$ cat config.mk
export PLATFORM = sky130hd
export DESIGN_NAME = ota_sd_decimator
export DESIGN_NICKNAME = d
export VERILOG_FILES = /design/src/rtl/ota_sd_decimator.sv
export SDC_FILE = /design/constraint.sdc
export NUM_CORES = 1
export LEC_CHECK = 0
export ABC_AREA = 1
export ABC_CLOCK_PERIOD_IN_PS = 3200
export CELL_PAD_IN_SITES_DETAIL_PLACEMENT = 0
export CELL_PAD_IN_SITES_GLOBAL_PLACEMENT = 2
export CORE_UTILIZATION = 34
export DETAILED_ROUTE_END_ITERATION = 7
export PLACE_DENSITY_LB_ADDON = 0.05
export SYNTH_ARGS = -nofsm -noshare
export SYNTH_HDL_FRONTEND = slang
export SYNTH_SLANG_ARGS = --single-unit
$ cat constraint.sdc
create_clock -name clk -period 3.2 [get_ports clk]
set_input_delay 0.48 -clock clk [delete_from_list [all_inputs] [get_ports clk]]
set_output_delay 0.48 -clock clk [all_outputs]
set_load 0.005 [all_outputs]
$ cat src/rtl/ota_sd_decimator.sv
// rtl/ota_sd_decimator.sv - comparator sync, loop feedback register and sinc1 decimator
module ota_sd_decimator #(
    parameter int OSR_LOG2 = 8,
    parameter int OUT_W    = OSR_LOG2 + 1
) (
    input  logic             clk,
    input  logic             rst,
    input  logic             en,
    input  logic             cmp_in,
    input  logic             rd,
    input  logic             clr_ovr,
    output logic             fb_out,
    output logic [OUT_W-1:0] sample,
    output logic             sample_valid,
    output logic             overrun,
    output logic             frame_tick
);
    localparam logic [OSR_LOG2-1:0] WCNT_LAST = {OSR_LOG2{1'b1}};

    logic                s1;
    logic                s2;
    logic [OSR_LOG2-1:0] wcnt;
    logic [OUT_W-1:0]    acc;
    logic [OUT_W-1:0]    acc_next;
    logic                done;

    assign acc_next = acc + OUT_W'(s2);
    assign done     = en && (wcnt == WCNT_LAST);

    // Sync chain keeps running while disabled so the loop sees a settled bit on re-enable.
    always_ff @(posedge clk or posedge rst) begin
        if (rst) begin
            s1 <= 1'b0;
            s2 <= 1'b0;
        end else begin
            s1 <= cmp_in;
            s2 <= s1;
        end
    end

    always_ff @(posedge clk or posedge rst) begin
        if (rst) begin
            fb_out <= 1'b0;
            acc    <= '0;
            wcnt   <= '0;
            sample <= '0;
        end else if (en) begin
            fb_out <= s2;
            if (done) begin
                sample <= acc_next;
                acc    <= '0;
                wcnt   <= '0;
            end else begin
                acc    <= acc_next;
                wcnt   <= wcnt + OSR_LOG2'(1);
            end
        end
    end

    // A completing window beats a simultaneous read; a new overrun beats a simultaneous clear.
    always_ff @(posedge clk or posedge rst) begin
        if (rst) begin
            sample_valid <= 1'b0;
            overrun      <= 1'b0;
            frame_tick   <= 1'b0;
        end else begin
            frame_tick <= done;
            if (done) begin
                sample_valid <= 1'b1;
            end else if (rd) begin
                sample_valid <= 1'b0;
            end
            if (done && sample_valid && !rd) begin
                overrun <= 1'b1;
            end else if (clr_ovr) begin
                overrun <= 1'b0;
            end
        end
    end

endmodule

# [Word level (Yosys, flattened, before mapping)]
# Cells that the tools add are included.
[word_totals] out_inout_bits=13 word_cells=25 reg_bits=32 input_bits=6
[classes] muxes=6 n_addsub=2 reduce_logical=7 eq_ne=1
[ops] operator="$add 9x1->9" n=1
[ops] operator="$mux 9" n=1
[ops] operator="$add 8x1->8 const B" n=1
[ops] operator="$eq 8x8->1 const B" n=1
[ops] operator="$mux 8" n=1
[ops] operator="$mux 1" n=4
[ops] operator="$reduce_bool 2->1" n=2
[ops] operator="$logic_and 1x1->1" n=3
[ops] operator="$reduce_and 2->1" n=1
[ops] operator="$logic_not 1->1" n=1

# [Longest topological paths before layout]
# Gate-level depths: netlist of the first run.
[logic_depth] ltp_word=5 ltp_mapped=9 mapped_depth_nobuf=9

# [Worst setup path before layout of the first run]
# Ideal clock, no wire load.
[synth_path] path_type="register to register" start="register s2" end="register acc[4]" path_stages_with_launch=8 arrival_time_ns=1.171 setup_slack_ns=1.913 required_ns=3.083 setup_ns=0.117 path_buffers=0 period_less_slack_ns=1.287 path_cell_list="dfrtp_1 > ha_1 > ha_1 > nand2_1 > nor2_1 > xor2_1 > nand2_1 > nand2_1"
[synth_between] elab_chain_len=2
[synth_lines] item="from (decl)" line="21" source="logic s2;"
[synth_lines] item="from (signal assigned)" line="34" source="s2 <= 1'b0;"
[synth_lines] item="from (signal assigned)" line="37" source="s2 <= s1;"
[synth_lines] item="$add 9x1->9" line="27" source="assign acc_next = acc + OUT_W'(s2);"
[synth_lines] item="$mux 9" line="49" source="if (done) begin"
[synth_lines] item="to (signal assigned)" line="54" source="acc <= acc_next;"
[synth_lines] item="to (decl)" line="23" source="logic [OUT_W-1:0] acc;"
# No other way between the ends.
# A chain may end at the register's enable or synchronous reset.

# [Worst setup path in the final report of the first run]
[layout_path] start="input port en" end="register acc[3]"
[layout_between] elab_chain_len=2
[layout_lines] item="from (decl)" line="8" source="input logic en,"
[layout_lines] item="$logic_and 1x1->1" line="28" source="assign done = en && (wcnt == WCNT_LAST);"
[layout_lines] item="$mux 9" line="49"
# Parallel ways exist; a longest one is shown, timed or not.

==> results of run 1 <==
cell type report:
cell class / instances / area (um^2) / share of cell area (%)
clock buffer: 6 / 72.6 / 3.96
inverter: 18 / 67.6 / 3.69
multi-input combinational: 133 / 607 / 33.1
timing repair buffer: 19 / 188 / 10.2
sequential: 32 / 801 / 43.7
clock inverter: 2 / 35.0 / 1.91
tap: 50 / 62.6 / 3.41
power breakdown:
part	switching [mW]	leakage, nW	internal (mW)
Clock	0.141	0.0552	0.231
Sequential	0.0613	0.419	0.465
Combinational	0.111	0.469	0.0688
Total	0.313	0.943	0.765
cells by family (layout without fill, tap and decap cells):
logic type | after synthesis | count (layout) | synth area share, %
flops | 32 | 32 | 53.5
xor+xnor | 4 | 4 | 2.34
simple gates | 119 | 119 | 32.6
buf+inv | 21 | 45 | 5.94
compound gates | 7 | 7 | 3.09
fa+ha+maj | 3 | 3 | 2.51
how the worst max path moves through the flow:
| stage | start | to |
|---|---|---|
| 2_1_floorplan | s2 | acc[4] |
| 3_3_place_gp | en | acc[8] |
| 3_5_place_dp | en | wcnt[0] |
| 4_1_cts | en | acc[3] |
| 5_1_grt | en | acc[3] |
| 6_report | en | acc[3] |
cell usage after synthesis:
cell | n | area [um^2]
nand2_1 | 88 | 330
dfrtp_1 | 32 | 801
nor2_1 | 19 | 71.3
inv_1 | 17 | 63.8
nand3_1 | 7 | 35.0
o21ai_0 | 5 | 25.0
ha_1 | 3 | 37.5
xor2_1 | 3 | 26.3
buf_2 | 2 | 10.0
nor2_4 | 2 | 22.5
a21oi_1 | 1 | 5.00
a21oi_4 | 1 | 16.3
buf_6 | 1 | 11.3
inv_2 | 1 | 3.75
nand2_2 | 1 | 6.26
nand3_4 | 1 | 17.5
nor3_1 | 1 | 5.00
xnor2_1 | 1 | 8.76
state kept, by name, indices dropped and copies added (netlist names):
name and cells:
fb_out 1, acc 9, s1 1, s2 1, sample_valid 1, overrun 1, frame_tick 1, sample 9
wcnt 8
through the flow:
step	area (um^2)	std cells	worst slack (ns)	power, mW
floorplan	1500	186	1.91	0.657
global placement	1730	252	1.24	0.715
detailed placement	1730	252	1.19	0.717
CTS	1830	260	1.50	1.10
global route	1830	260	1.37	1.16
finish	1830	260	1.49	1.08
layer usage:
metal	global-route usage [%]	vias to the layer above
li1	-	606
met1	19.4	543
met2	25.4	16
met3	6.50	2
met4	6.25	0
met5	0	-
==> flow_metrics.py, run 1 <==
metrics = {
    "outcome": {
        "outcome": "finished clean",
    },
    "clock_tree": {
        "h-tree-depth": 2,
        "cts_buffer_depth": 2,
        "root_buffer": "clkbuf_8",
        "insertion_delay_ns": 0.28,
        "clock_sinks": 32,
        "clk_pin_slew_worst_paths_ns": 0.06,
        "postCtsSetupBuffers": 0,
        "cts_tree": "built",
        "numCtsBuffers": 5,
        "ctsHoldBuffers": 0,
        "post_cts_resized": 0,
    },
    "critical_path": {
        "end_kind": "flip-flop",
        "r2r_slack_ns": 1.68,
        "path_common_cell": "nand2_1",
        "worst-path-stages": 5,
        "crit_path_start_kind": "input port",
        "critPathKind": "input port to flip-flop",
        "cpMaxStageDelayCell": "clkdlybuf4s50_1",
        "cp_max_fo": 15,
        "path_delay_family": "buffers and inverters",
        "r2r_cells": 7,
        "r2r_end": "overrun",
        "timing.critical_path.buf_inv": 2,
        "max_stage_delay_ns": 0.63,
        "cp_cell_sequence": "clkdlybuf4s50_1 -> inv_1 -> a21oi_4 -> nand2_1 -> nand2_1",
        "r2r-start": "wcnt[0]",
        "worst_ep_required_time_ns": 3.41,
        "critPathArrivalTime_ns": 1.92,
    },
    "floorplanning": {
        "die_h_um": 68.3,
        "die_area_um2": 4670,
        "core_um2": 4120,
        "die_w_um": 68.3,
        "ioPinCount": 19,
        "start_util_pct": 36.4,
        "rows": 23,
    },
    "final_layout": {
        "area_delta_synth_final_pct": 22.5,
        "nNetsFinal": 218,
        "mostFrequentLayoutCells": "nand2_1 (88), dfrtp_1 (32), nor2_1 (19)",
        "fillers": 416,
        "drive_gt1_share_pct": 6.67,
        "antenna_cells": 0,
        "mostFrequentLayoutCell": "nand2_1",
        "utilization_pct": 44.5,
    },
    "detailed_routing": {
        "wirelength_um": 3040,
        "top_layer_used": "met4",
        "ant_nets": 0,
        "vias": 1167,
        "vias_per_cell": 4.49,
        "wl_met2_um": 1480,
        "first_iter_violations": 37,
        "dr_wl_met3_um": 76,
        "drc": 0,
        "routedWlPerCell_um": 11.7,
        "wl_met1_um": 1460,
        "drt_first_pass_iters": 4,
    },
    "timing": {
        "relSlewSlack_pct": 67.1,
        "finalHoldViolCount": 0,
        "final.setup_skew_ns": 0.00917,
        "period_minus_slack_ns": 1.71,
        "setup_viol": 0,
        "rsz0062_at_grt": "false",
        "slew_violations": 0,
        "timing.final.crit_share_pct": 53.5,
        "worst-slew-pin-transition_ns": 0.493,
        "finalSetupTns_ns": 0,
        "timing.hold.ws_ns": 0.350,
        "timing.fmax_ghz": 0.584,
    },
    "global_routing": {
        "grt_start_max_net_pins": 33,
        "overflow": 0,
        "first_global_vias": 1083,
        "grt.total_usage_pct": 16.1,
        "grt_pass1_wl_um": 5110,
        "antenna_found_initial": 0,
    },
    "synth": {
        "syn_inst": 186,
        "yosysUniqueCellTypes": 18,
        "synth-seq-cells": 32,
        "syn_area_um2": 1500,
        "syn_nets": 195,
        "ys_warn_count": 0,
        "ys_seq_area_share_pct": 53.5,
        "syn_area_per_cell_um2": 8.05,
    },
    "hold_path": {
        "hold_path_depth": 0,
        "hold_path.class": "flip-flop to flip-flop",
        "min_from": "s1",
        "holdPathEnd": "s2",
    },
    "pwr": {
        "leakage_nw": 0.943,
        "peakVddDrop_uv": 356,
        "powerDensity_nw_per_um2": 588,
    },
    "job": {
        "cap_violations": 0,
    },
    "placement": {
        "gp_congestion": 0.711,
        "port_buffers": 18,
        "hpwlAfterDp_um": 2210,
    },
}
Power figures use the tool's default switching activity.
==> run 2, diff against run 1 <==
--- a/config.mk
+++ b/config.mk
@@ -6,10 +6,10 @@
 export NUM_CORES = 1
 export LEC_CHECK = 0
 export ABC_AREA = 1
-export ABC_CLOCK_PERIOD_IN_PS = 3200
+export ABC_CLOCK_PERIOD_IN_PS = 1600
 export CELL_PAD_IN_SITES_DETAIL_PLACEMENT = 0
 export CELL_PAD_IN_SITES_GLOBAL_PLACEMENT = 2
-export CORE_UTILIZATION = 34
+export CORE_UTILIZATION = 32
 export DETAILED_ROUTE_END_ITERATION = 7
 export PLACE_DENSITY_LB_ADDON = 0.05
 export SYNTH_ARGS = -nofsm -noshare
==> constraint.sdc (replaced) <==
create_clock -name clk -period 1.6 [get_ports clk]
set_input_delay 0.24 -clock clk [delete_from_list [all_inputs] [get_ports clk]]
set_output_delay 0.24 -clock clk [all_outputs]
set_load 0.005 [all_outputs]
==> run 2 against run 1 <==
  * Worst setup slack got worse by 1.3 ns
  * Power increased by 90%
  * Count of clock-buffer cells in the layout increased by 1
  * Via count increased by 1.9%
  * Core utilization decreased by 2.5 points
  * Critical path type is now flip-flop to flip-flop
==> flow_metrics.py, run 2 (same netlist as run 1, synthesis figures left out) <==
metrics = {
    "floorplanning": {
        "core_um2": 4410,
        "die_w_um": 70.4,
        "die_area_um2": 4950,
        "die_h_um": 70.4,
        "start_util_pct": 33.9,
        "rows": 24,
        "ioPinCount": 19,
    },
    "detailed_routing": {
        "vias": 1189,
        "drc": 0,
        "vias_per_cell": 4.49,
        "drt_first_pass_iters": 4,
        "dr_wl_met3_um": 94,
        "wirelength_um": 3020,
        "wl_met1_um": 1380,
        "first_iter_violations": 39,
        "wl_met2_um": 1490,
        "ant_nets": 0,
        "top_layer_used": "met4",
        "routedWlPerCell_um": 11.4,
    },
    "placement": {
        "gp_congestion": 0.721,
        "port_buffers": 18,
        "placed_cells": 257,
        "hpwlAfterDp_um": 2210,
        "place_ws_ns": 0.0945,
    },
    "final_layout": {
        "area_delta_synth_final_pct": 24.1,
        "antenna_cells": 0,
        "nNetsFinal": 221,
        "drive_gt1_share_pct": 7.98,
        "mostFrequentLayoutCells": "nand2_1 (88), dfrtp_1 (32), nor2_1 (19)",
        "largestRegisters": "acc: 9 flops, sample: 9 flops, wcnt: 8 flops",
        "mostFrequentLayoutCell": "nand2_1",
        "fillers": 445,
        "fin_cells": 265,
    },
    "pwr": {
        "switching_power_mw": 0.630,
        "peakVddDrop_uv": 464,
        "clkPwrFrac_pct": 31.7,
        "share_comb_of_total_power_pct": 17.1,
        "power_frac_seq_pct": 51.2,
        "powerDensity_nw_per_um2": 1100,
        "leakage_nw": 0.952,
        "internal_power_mw": 1.42,
        "p_sw_share_pct": 30.8,
        "finalPower_mw": 2.05,
    },
    "clock_tree": {
        "cts_tree": "built",
        "clk_pin_slew_worst_paths_ns": 0.07,
        "h-tree-depth": 2,
        "ctsHoldBuffers": 0,
        "numCtsBuffers": 5,
        "cts_buffer_depth": 2,
        "post_cts_resized": 0,
        "clock_sinks": 32,
        "insertion_delay_ns": 0.28,
        "root_buffer": "clkbuf_8",
        "postCtsSetupBuffers": 0,
    },
    "global_routing": {
        "grt.total_usage_pct": 14.2,
        "overflow": 0,
        "grt_start_max_net_pins": 33,
        "first_global_vias": 1225,
        "grt_pass1_wl_um": 5420,
        "antenna_found_initial": 0,
    },
    "critical_path": {
        "crit_path_start_kind": "flip-flop",
        "critPathKind": "flip-flop to flip-flop",
        "cp_max_fo": 11,
        "critPathArrivalTime_ns": 1.62,
        "end_kind": "flip-flop",
        "worst_ep_required_time_ns": 1.80,
    },
    "outcome": {
        "outcome": "finished clean",
    },
    "timing": {
        "period_minus_slack_ns": 1.42,
        "finalHoldViolCount": 0,
        "timing.final.crit_share_pct": 88.6,
        "rsz0062_at_grt": "false",
        "relSlewSlack_pct": 72.2,
        "slew_violations": 0,
        "layout_setup_ws_ns": 0.182,
        "setup_viol": 0,
        "finalSetupTns_ns": 0,
        "final.setup_skew_ns": 0.00454,
        "timing.hold.ws_ns": 0.354,
        "worst-slew-pin-transition_ns": 0.417,
        "timing.fmax_ghz": 0.705,
    },
    "hold_path": {
        "hold_path.class": "flip-flop to flip-flop",
    },
    "job": {
        "cap_violations": 0,
    },
}
-- run 2: cell count changes in the layout (fill, tap and decap cells not counted), sizes merged --
cell      change
bufinv        -1
clkinvlp      +1
clkbuf        +1
clkinv        -1
buf           +3
-- run 2: power by group through the flow --
stage	clock network [mW]	registers (mW)	logic (mW)
after detailed placement	0	1.06	0.363
after floorplan	0	1.04	0.275
final	0.649	1.05	0.351
after CTS	0.680	1.05	0.365
after global routing	0.716	1.07	0.414
after global placement	0	1.06	0.355
-- run 2: worst max-delay path: stages (launching register included) --
cell     delay (ns)
dfrtp_1        0.40
ha_1           0.20
nand2_2        0.09
nor2_4         0.16
nand3_4        0.16
inv_2          0.19
nand2_1        0.07
o21ai_0        0.07
-- run 2: cell type report --
type                            count  area [um^2]  area share [%]
Clock buffer                        7         86.3            4.65
Clock inverter                      1         7.51           0.404
Inverter                           18         67.6            3.64
Multi-Input combinational cell    133          607            32.7
Sequential cell                    32          801            43.1
Tap cell                           52         65.1            3.50
Timing Repair Buffer               22          223            12.0
-- run 2: routing by layer --
layer	vias to the layer above	GRT usage [%]
met5	-	0
li1	614	-
met4	0	5.33
met3	5	4.04
met2	17	24.9
met1	553	16.2
-- run 2: final timing paths --
path / depth (start not counted) / from / slack, ns / endpoint
max in group asynchronous: 3 / rst / 0.94 / acc[6]
min: 0 / s1 / 0.35 / s2
max reg2reg: 7 / wcnt[1] / 0.18 / overrun
min in group asynchronous: 3 / rst / 0.36 / sample[0]
min reg2reg: 0 / s1 / 0.35 / s2
max: 7 / wcnt[1] / 0.18 / overrun
-- run 2: metrics by stage --
stage                     cell area [um^2]  utilization (%)
final                                 1860             42.1
after global routing                  1860             42.1
after CTS                             1860             42.1
after detailed placement              1760             39.9
after global placement                1760             39.9
after floorplan                       1500                -
==> run 3, diff against run 2 <==
==> config.mk (replaced) <==
export PLATFORM = sky130hd
export DESIGN_NAME = ota_sd_decimator
export DESIGN_NICKNAME = d
export VERILOG_FILES = /design/src/rtl/ota_sd_decimator.sv
export SDC_FILE = /design/constraint.sdc
export NUM_CORES = 1
export LEC_CHECK = 0
export ABC_CLOCK_PERIOD_IN_PS = 1600
export CELL_PAD_IN_SITES_DETAIL_PLACEMENT = 0
export CELL_PAD_IN_SITES_GLOBAL_PLACEMENT = 2
export CORE_UTILIZATION = 36
export CTS_CLUSTER_SIZE = 10
export DETAILED_ROUTE_END_ITERATION = 7
export PLACE_DENSITY_LB_ADDON = 0.1
export SYNTH_ARGS = -nofsm -noshare
export SYNTH_HDL_FRONTEND = slang
export SYNTH_SLANG_ARGS = --single-unit
==> run 3 against run 2 <==
  * Global-route usage is 2.6 points higher
  * Die area is 6.9% lower
  * Sequential power is 11% higher
  * Hold slack worse by 0.018 ns
  * Critical endpoint is now sample[6]
  * Highest routed layer unchanged
==> flow_metrics.py, run 3 <==
metrics = {
    "synth": {
        "synth_top_flop_cell": "dfrtp_1",
        "syn_area_per_cell_um2": 11.4,
        "synth_area_leaders": "dfrtp_1 (51%), a31oi_4 (4.1%), mux2_2 (3.6%)",
        "yosysUniqueCellTypes": 35,
        "synth_common_cells": "dfrtp_1 (32), nand2_1 (11), o21ai_0 (9)",
        "ys_warn_count": 0,
        "syn_area_um2": 1560,
        "ys_seq_area_share_pct": 51.2,
        "synth-seq-cells": 32,
        "synth_edf_count": 0,
        "synth_top_area_share_pct": 51.2,
        "post-synth-top-count-cell": "dfrtp_1",
        "syn_inst": 137,
        "syn_nets": 146,
        "yosysTopAreaCell": "dfrtp_1",
        "synthArstFlopShare_pct": 100,
    },
    "timing": {
        "final.setup_skew_ns": 0.00693,
        "rsz0062_at_grt": "true",
        "finalSetupTns_ns": 0,
        "setup_viol": 0,
        "timing.final.crit_share_pct": 94.1,
        "period_minus_slack_ns": 1.51,
        "layout_setup_ws_ns": 0.0946,
        "relSlewSlack_pct": 72.3,
        "worst-slew-pin-transition_ns": 0.415,
        "finalHoldViolCount": 0,
        "timing.fmax_ghz": 0.664,
        "timing.hold.ws_ns": 0.337,
        "slew_violations": 0,
    },
    "pwr": {
        "peakVddDrop_uv": 589,
        "powerDensity_nw_per_um2": 1280,
        "leakage_nw": 0.850,
        "finalPower_mw": 2.56,
    },
    "clock_tree": {
        "h-tree-depth": 2,
        "postCtsSetupBuffers": 0,
        "numCtsBuffers": 5,
        "post_cts_resized": 0,
        "insertion_delay_ns": 0.29,
        "clk_pin_slew_worst_paths_ns": 0.07,
        "root_buffer": "clkbuf_8",
        "clock_sinks": 32,
        "ctsHoldBuffers": 0,
        "cts_buffer_depth": 2,
        "cts_tree": "built",
    },
    "job": {
        "cap_violations": 0,
    },
    "final_layout": {
        "mostFrequentLayoutCell": "dfrtp_1",
        "mostFrequentLayoutCells": "dfrtp_1 (32), clkdlybuf4s50_1 (18), nand2_1 (11), buf_4 (11), o21ai_0 (9)",
        "fillers": 381,
        "drive_gt1_share_pct": 22.8,
        "antenna_cells": 0,
        "nNetsFinal": 179,
        "largestRegisters": "acc: 9 flops, sample: 9 flops, wcnt: 8 flops",
        "multi_input_area_um2": 669,
        "area_delta_synth_final_pct": 27.6,
        "utilization_pct": 48.8,
        "seq_area_um2": 801,
    },
    "global_routing": {
        "use_met1_pct": 22.0,
        "first_global_vias": 1163,
        "overflow": 0,
        "gr-usage-met2_pct": 25.4,
        "grt_start_max_net_pins": 33,
        "grt.busiest_layer": "met2",
        "grt.total_usage_pct": 16.8,
        "grt_use_met3_pct": 5.50,
        "grt_pass1_wl_um": 5530,
        "antenna_found_initial": 0,
    },
    "placement": {
        "hpwlAfterDp_um": 2250,
        "gp_congestion": 0.739,
        "port_buffers": 18,
        "place_ws_ns": -0.106,
    },
    "critical_path": {
        "timing.critical_path.buf_inv": 0,
        "r2r_cells": 5,
        "cpMaxStageDelayCell": "or3_1",
        "worst-path-stages": 5,
        "worst_ep_required_time_ns": 1.80,
        "end_kind": "flip-flop",
        "crit_path_start_kind": "flip-flop",
        "cp_max_fo": 7,
        "cp_cell_sequence": "ha_1 -> ha_2 -> nand3_4 -> or3_1 -> a31oi_1",
        "critPathArrivalTime_ns": 1.71,
        "critPathKind": "flip-flop to flip-flop",
        "path_delay_family": "simple AND/OR/NAND/NOR gates",
        "max_stage_delay_ns": 0.38,
    },
    "detailed_routing": {
        "vias": 1155,
        "vias_per_cell": 5.23,
        "ant_nets": 0,
        "first_iter_violations": 65,
        "drc": 0,
        "routedWlPerCell_um": 14.4,
        "wirelength_um": 3190,
        "drt_first_pass_iters": 4,
    },
    "floorplanning": {
        "core_um2": 4090,
        "start_util_pct": 38.3,
        "ioPinCount": 19,
        "die_h_um": 67.9,
        "rows": 23,
        "die_area_um2": 4610,
        "die_w_um": 67.9,
    },
    "outcome": {
        "outcome": "finished clean",
    },
    "hold_path": {
        "hold_path.class": "input port to asynchronous set/reset pin",
    },
}
[run 3: cell types whose count changed after synthesis, moves of 3 or more]
cell	change
nand3_1	-3
nand4_1	+8
o21ai_0	+4
a31oi_1	+4
or3_1	+5
inv_1	-10
mux2_2	+5
nor2_1	-17
nand2b_1	+3
nand2_1	-77
o22ai_1	+4
o221ai_1	+3
a31oi_4	+3
a21oi_1	+7
[run 3: routing by layer]
metal	up-vias	wire, um
li1	575	-
met1	555	1640
met2	19	1370
met3	6	126
met4	0	57
met5	-	0
[run 3: report_power, final]
part	internal [mW]	switching [mW]	leakage, nW
Sequential	0.978	0.188	0.396
Clock	0.462	0.305	0.0552
Combinational	0.307	0.317	0.400
Total	1.75	0.810	0.850
[run 3: tightest hold or removal path: stages]
cell,delay (ns)
clkdlybuf4s50_1,0.40
inv_1,0.05
buf_4,0.36
[run 3: area by class of cell]
| class | instances | share of cell area (%) |
|---|---|---|
| Clock buffer | 6 | 3.64 |
| Clock inverter | 2 | 1.76 |
| Timing Repair Buffer | 32 | 16.2 |
| Sequential cell | 32 | 40.1 |
| Inverter | 8 | 1.63 |
| Tap cell | 50 | 3.13 |
| Multi-Input combinational cell | 91 | 33.5 |
[run 3: worst paths after layout]
kind | startpoint | end | slack [ns]
worst max-delay path | s2 | sample[6] | 0.09
worst min-delay path | rst | acc[3] | 0.34
worst max register to register | s2 | sample[6] | 0.09
worst min register to register | s1 | s2 | 0.36
max in group asynchronous | rst | sample[5] | 0.95
min in group clk | s1 | s2 | 0.36
[run 3: cells by family (layout without fill, tap and decap cells)]
family	Yosys count	after routing	synth area share [%]
XOR/XNOR	4	4	2.24
AO/OA/AOI/OAI	38	38	18.9
adder cells (fa/ha/maj)	3	3	2.40
multiplexers	5	5	3.60
flip-flops	32	32	51.2
AND/OR/NAND/NOR	41	41	15.0
buffers and inverters	14	48	6.64
[run 3: through the flow]
step	std cells	area, um^2
after global routing	221	2000
after CTS	221	1990
after global placement	213	1880
after detailed placement	213	1880
final	221	2000
after floorplan	137	1560
